==> src/rtl/mips_pkg.sv <==
// mips_pkg: op encodings, FSM states and constants shared by the multiply/divide unit
package mips_pkg;
  localparam int WIDTH_DEF = 32;
  localparam int ITERS = 32;
  typedef enum logic [1:0] {OP_MULT = 2'b00, OP_MULTU = 2'b01, OP_DIV = 2'b10, OP_DIVU = 2'b11} op_e;
  typedef enum logic [1:0] {IDLE, CALC, FIX, DONE} state_e;
endpackage

==> src/rtl/mult_div_ctrl.sv <==
// mult_div_ctrl: sequencing FSM, iteration counter and busy/done/div_by_zero strobes
// MULT_DIV_FAST_MUL_EN: multiplies leave CALC after a single cycle
module mult_div_ctrl
  import mips_pkg::*;
(
  input  logic   clk,
  input  logic   reset,
  input  logic   start_i,
  input  logic   div_zero_i,
`ifdef MULT_DIV_FAST_MUL_EN
  input  logic   mul_i,
`endif
  output state_e state_o,
  output logic   zero_o,
  output logic   busy_o,
  output logic   done_o,
  output logic   div_by_zero_o
);
  state_e state_q, state_d;
  logic [5:0] cnt_q, cnt_d;
  logic zero_q, zero_d, last;
`ifdef MULT_DIV_FAST_MUL_EN
  assign last = mul_i || cnt_q == 6'(ITERS - 1);
`else
  assign last = cnt_q == 6'(ITERS - 1);
`endif
  always_comb begin
    state_d = state_q;
    cnt_d = '0;
    zero_d = zero_q;
    case (state_q)
      IDLE: if (start_i) begin
        state_d = div_zero_i ? FIX : CALC;
        zero_d = div_zero_i;
      end
      CALC: begin
        state_d = last ? FIX : CALC;
        cnt_d = cnt_q + 6'd1;
      end
      FIX: state_d = DONE;
      default: state_d = IDLE;
    endcase
  end
  always_ff @(posedge clk or negedge reset) begin
    if (!reset) begin
      state_q <= IDLE;
      cnt_q <= '0;
      zero_q <= 1'b0;
    end else begin
      state_q <= state_d;
      cnt_q <= cnt_d;
      zero_q <= zero_d;
    end
  end
  assign state_o = state_q;
  assign zero_o = zero_q;
  assign busy_o = state_q == CALC || state_q == FIX;
  assign done_o = state_q == DONE;
  assign div_by_zero_o = done_o && zero_q;
endmodule

==> src/rtl/mult_div_unit.sv <==
// mult_div_unit: MIPS HI/LO multiply/divide unit with MTHI/MTLO moves
// MULT_DIV_FAST_MUL_EN: a single-cycle multiplier replaces the shift-add loop
module mult_div_unit
  import mips_pkg::*;
#(
  parameter int WIDTH = WIDTH_DEF
) (
  input  logic             clk,
  input  logic             reset,
  input  logic             start_i,
  input  logic [1:0]       op_i,
  input  logic [WIDTH-1:0] rs_data_i,
  input  logic [WIDTH-1:0] rt_data_i,
  input  logic             hi_we_i,
  input  logic             lo_we_i,
  input  logic [WIDTH-1:0] move_data_i,
  output logic             busy_o,
  output logic             done_o,
  output logic             div_by_zero_o,
  output logic [WIDTH-1:0] hi_o,
  output logic [WIDTH-1:0] lo_o
);
  localparam int W2 = 2 * WIDTH;
  state_e state;
  logic zero, idle, accept, sgn, is_div, div_zero, sa, sb;
  logic div_q, div_d, neg_q, neg_d, nrem_q, nrem_d;
  logic [WIDTH-1:0] a_q, a_d, b_q, b_d, hi_q, hi_d, lo_q, lo_d, mag_a, mag_b, quo, rem;
  logic [W2-1:0] acc_q, acc_d, dstep, prod, pfix;
  logic [WIDTH:0] rsh, dsub;
  assign idle = state == IDLE;
  assign accept = idle && start_i;
  assign sgn = op_i == OP_MULT || op_i == OP_DIV;
  assign is_div = op_i == OP_DIV || op_i == OP_DIVU;
  assign div_zero = is_div && rt_data_i == '0;
  assign sa = sgn && rs_data_i[WIDTH-1];
  assign sb = sgn && rt_data_i[WIDTH-1];
  assign mag_a = sa ? -rs_data_i : rs_data_i;
  assign mag_b = sb ? -rt_data_i : rt_data_i;
  // acc holds {remainder, quotient} for divide and {high, low/multiplier} for multiply
  assign rsh = {acc_q[W2-1:WIDTH], acc_q[WIDTH-1]};
  assign dsub = rsh - {1'b0, b_q};
  assign dstep = dsub[WIDTH] ? {rsh[WIDTH-1:0], acc_q[WIDTH-2:0], 1'b0}
                             : {dsub[WIDTH-1:0], acc_q[WIDTH-2:0], 1'b1};
`ifdef MULT_DIV_FAST_MUL_EN
  assign prod = W2'(a_q) * W2'(b_q);
`else
  logic [WIDTH:0] msum;
  assign msum = {1'b0, acc_q[W2-1:WIDTH]} + (acc_q[0] ? {1'b0, a_q} : '0);
  assign prod = {msum, acc_q[WIDTH-1:1]};
`endif
  assign pfix = neg_q ? -acc_q : acc_q;
  assign quo = neg_q ? -acc_q[WIDTH-1:0] : acc_q[WIDTH-1:0];
  assign rem = nrem_q ? -acc_q[W2-1:WIDTH] : acc_q[W2-1:WIDTH];
  always_comb begin
    a_d = a_q;
    b_d = b_q;
    div_d = div_q;
    neg_d = neg_q;
    nrem_d = nrem_q;
    acc_d = acc_q;
    hi_d = hi_q;
    lo_d = lo_q;
    if (accept) begin
      a_d = mag_a;
      b_d = mag_b;
      div_d = is_div;
      neg_d = sa ^ sb;
      nrem_d = sa;
      acc_d = div_zero ? {rs_data_i, {WIDTH{1'b1}}} : {{WIDTH{1'b0}}, is_div ? mag_a : mag_b};
    end else if (idle) begin
      hi_d = hi_we_i ? move_data_i : hi_q;
      lo_d = lo_we_i ? move_data_i : lo_q;
    end
    if (state == CALC) acc_d = div_q ? dstep : prod;
    if (state == FIX) begin
      hi_d = zero ? acc_q[W2-1:WIDTH] : div_q ? rem : pfix[W2-1:WIDTH];
      lo_d = zero ? acc_q[WIDTH-1:0] : div_q ? quo : pfix[WIDTH-1:0];
    end
  end
  always_ff @(posedge clk or negedge reset) begin
    if (!reset) begin
      a_q <= '0;
      b_q <= '0;
      div_q <= 1'b0;
      neg_q <= 1'b0;
      nrem_q <= 1'b0;
      acc_q <= '0;
      hi_q <= '0;
      lo_q <= '0;
    end else begin
      a_q <= a_d;
      b_q <= b_d;
      div_q <= div_d;
      neg_q <= neg_d;
      nrem_q <= nrem_d;
      acc_q <= acc_d;
      hi_q <= hi_d;
      lo_q <= lo_d;
    end
  end
  assign hi_o = hi_q;
  assign lo_o = lo_q;
  mult_div_ctrl u_ctrl (
    .clk          (clk),
    .reset        (reset),
    .start_i      (start_i),
    .div_zero_i   (div_zero),
`ifdef MULT_DIV_FAST_MUL_EN
    .mul_i        (!div_q),
`endif
    .state_o      (state),
    .zero_o       (zero),
    .busy_o       (busy_o),
    .done_o       (done_o),
    .div_by_zero_o(div_by_zero_o)
  );
endmodule
==> config.mk <==
export PLATFORM = sky130hd
export DESIGN_NAME = mult_div_unit
export DESIGN_NICKNAME = d
export VERILOG_FILES = /design/src/rtl/mips_pkg.sv /design/src/rtl/mult_div_ctrl.sv /design/src/rtl/mult_div_unit.sv
export SDC_FILE = /design/constraint.sdc
export NUM_CORES = 1
export LEC_CHECK = 0
export BUFFER_PORTS_ARGS = -buffer_cell sky130_fd_sc_hd__clkbuf_2
export CORE_ASPECT_RATIO = 1.5
export CORE_MARGIN = 2
export CORE_UTILIZATION = 39
export CTS_CLUSTER_SIZE = 30
export DETAILED_ROUTE_END_ITERATION = 6
export PLACE_DENSITY = 0.69
export SETUP_SLACK_MARGIN = 0.3
export SYNTH_ARGS = -nofsm -noshare
export SYNTH_HDL_FRONTEND = slang
export SYNTH_HIERARCHICAL = 1
export SYNTH_SLANG_ARGS = --single-unit
==> constraint.sdc <==
create_clock -name clk -period 6 [get_ports clk]
set_clock_uncertainty 0.1 [all_clocks]
set_input_delay 0.3 -clock clk [delete_from_list [all_inputs] [get_ports clk]]
set_output_delay 0.3 -clock clk [all_outputs]
set_load 0.01 [all_outputs]
==> reports/results.ini <==
[placement]
gp_congestion=0.976
hpwl_mm=48.7
port_buffers=169
dp_slack_ns=1.80

[cts]
root_buffer=clkbuf_16
ctsHtreeMaxLevel=1
postCtsSetupBuffers=0
clkSinkCount=204
cts_hold_buf=17
ctsLongestPathBuffers=3
clkTransAtPathRegs_ns=0.07
numCtsBuffers=22
cts_resized=0
cts_tree=yes
worstSkewPairLatency_ns=0.54

[layout]
fillers=4108
syn2layout_area_growth_pct=13.5
seq_area_um2=5110
multi_input_area_um2=10400
diodes=0
nets=2358
drive_gt1_frac=0.132

[timing]
finalHoldViolCount=0
finalSetupTns_ns=0
fmax_mhz=229
fin_ws_ns=1.63
finalSetupViolCount=0
holdWs_ns=0.0158
slew_violations=0
maxSlewHeadroom=0.284
post-route-min-period_ns=4.37
tightest_slew_ns=1.07
period_share=0.728
grt_setup_unrepaired=false

[job]
max_cap_viol_count=0

[route]
avgRoutedWirePerCell_um=23.0
drc=0
dr.pass1.iters=6
first_iter_violations=1561
avgViaCountPerCell=5.99
num_vias=16200
ant_nets=0
wirelength_mm=62.3

[worst_setup_path]
crit_path_end_kind=flip-flop
critPathSlowestCell=xnor2_2
critPathLaunchType=flip-flop
cp_data_required_time_ns=6.28
critPathArrivalTime_ns=4.64
worstPathMaxFanout=35
critPathMaxStageDelay_ns=0.71
path_class=reg -> reg
timing.critical_path.mode_cell=a21oi_1
path_cells=inv_1 > ha_1 > fa_1 > nand2b_1 > a21oi_1 > o211ai_1 > nand2_1 > a211oi_1 > a21oi_1 > xnor2_2 > buf_4 > nor2_1 > a21oi_1 > o21ai_0
critical_path_buf_inv_count=2
cp_top_family=compound AO/OA/AOI/OAI gates

[synth]
ys_seq_area_frac=0.316
yosys-top-cells-area=dfrtp_1 (32%), o21ai_0 (7.0%), nand2_1 (6.3%)
syn_area_um2=16200
synthTopCellsByCount=nand2_1 (270), o21ai_0 (227), dfrtp_1 (204)
synth_ff_type=dfrtp_1
post_synth_inst_count=2069
synth_edf_count=0
synth_most_common_cell=nand2_1
async_flop_share=1.00
synthDistinctLibCells=78
syn_nets=2247
yosysTopAreaCellShare=0.316
avgSynthCellArea_um2=7.81
yosysWarnings=6
ys_ff_latch=204
synth_area_leader_cell=dfrtp_1

[global_route]
antenna_found_initial=0
track_usage=0.287
grt_pass1_wl_mm=94.7
grt_overflow_total=0
grt_max_degree=100
grt_pass1_vias=15900

[floorplan]
core_um2=41000
die-area_um2=43100
die_h_um=253
initial_core_util=0.394
pin_count=170
fp-row-count=91
die_x_um=170

[min_path]
hold_path.class=in -> reg

[status]
outcome=finished clean

[power]
p_total_w=0.0113
p_leak_nw=8.06
vdd_drop_max_mv=0.324
power_density_nw_per_um2=615

where the power goes:
| part | total, W | switching [W] | internal, W |
|---|---|---|---|
| sequential | 0.00284 | 0.000809 | 0.00204 |
| combinational | 0.00698 | 0.00425 | 0.00272 |
| clock | 0.00147 | 0.000605 | 0.000869 |
| total | 0.0113 | 0.00567 | 0.00563 |
path summary, 6_finish.rpt:
check / startpoint / endpoint / slack [ns] / depth (start not counted)
worst min register to register: lo_o[14]$_DFFE_PN0P_ / lo_o[14]$_DFFE_PN0P_ / 0.37 / 2
max in group asynchronous: reset / b_q[14]$_DFFE_PN0P_ / 4.18 / 3
worst max register to register: acc_q[31]$_DFFE_PN0P_ / acc_q[34]$_DFFE_PN0P_ / 1.63 / 14
min in group asynchronous: reset / a_q[25]$_DFFE_PN0P_ / 0.26 / 2
worst max-delay path: acc_q[31]$_DFFE_PN0P_ / acc_q[34]$_DFFE_PN0P_ / 1.63 / 14
worst min-delay path: rs_data_i[10] / acc_q[42]$_DFFE_PN0P_ / 0.02 / 3
cell type report:
| cell class | instances | area share |
|---|---|---|
| clock buffer | 33 | 0.0350 |
| clock inverter | 6 | 0.00648 |
| inverter | 63 | 0.0129 |
| multi-input combinational | 1682 | 0.568 |
| sequential | 204 | 0.278 |
| tap | 511 | 0.0348 |
| timing repair buffer | 207 | 0.0644 |
per-layer routing:
layer  up-vias  part of all wire  track usage
li1       7585                 -            -
met1      7698              0.38        0.333
met2       733              0.46        0.469
met3       183             0.060       0.0284
met4         0              0.11        0.254
met5         -                 0            0
metrics by stage:
step           utilization  cells  instance area [um2]
4_1_cts              0.448   2706                18400
5_1_grt              0.448   2706                18400
3_5_place_dp         0.425   2650                17400
2_1_floorplan            -   2069                16200
6_report             0.448   2706                18400
3_3_place_gp         0.425   2650                17400
sequential cells by signal, summed over array words and instances (netlist names), 2 cells and up:
signal and cells:
acc_q 64, lo_o 32, b_q 32, hi_o 32
u_ctrl/cnt_q 6, a_q 32, u_ctrl/state_o 2
logic make-up after synthesis:
group           count (synthesis)  synth area share
mux                            53            0.0351
buf+inv                       183            0.0430
xor+xnor                      171            0.0926
flops                         204             0.316
fa+ha+maj                      75            0.0590
simple gates                  711             0.206
compound gates                672             0.249
layout by cell type (no fill, tap or decap), types with 29 or more instances in the layout:
cell type  netlist  final
o31ai_1         48     48
clkbuf_2         0    168
ha_1            73     73
nor2_1         178    175
xor2_1          83     83
a21oi_1        197    197
dfrtp_1        204    203
xnor2_1         88     87
inv_1           63     63
and2_1          49     49
mux2_2          29     29
nand2_1        270    269
o21ai_0        227    227
nor3_1          45     45
o22ai_1         35     35
worst min-delay path, cell delays in order:
cell and delay, ns:
clkbuf_2 0.15, a221oi_1 0.09, o21ai_0 0.07
No activity file was read; power rests on OpenSTA's default activity.
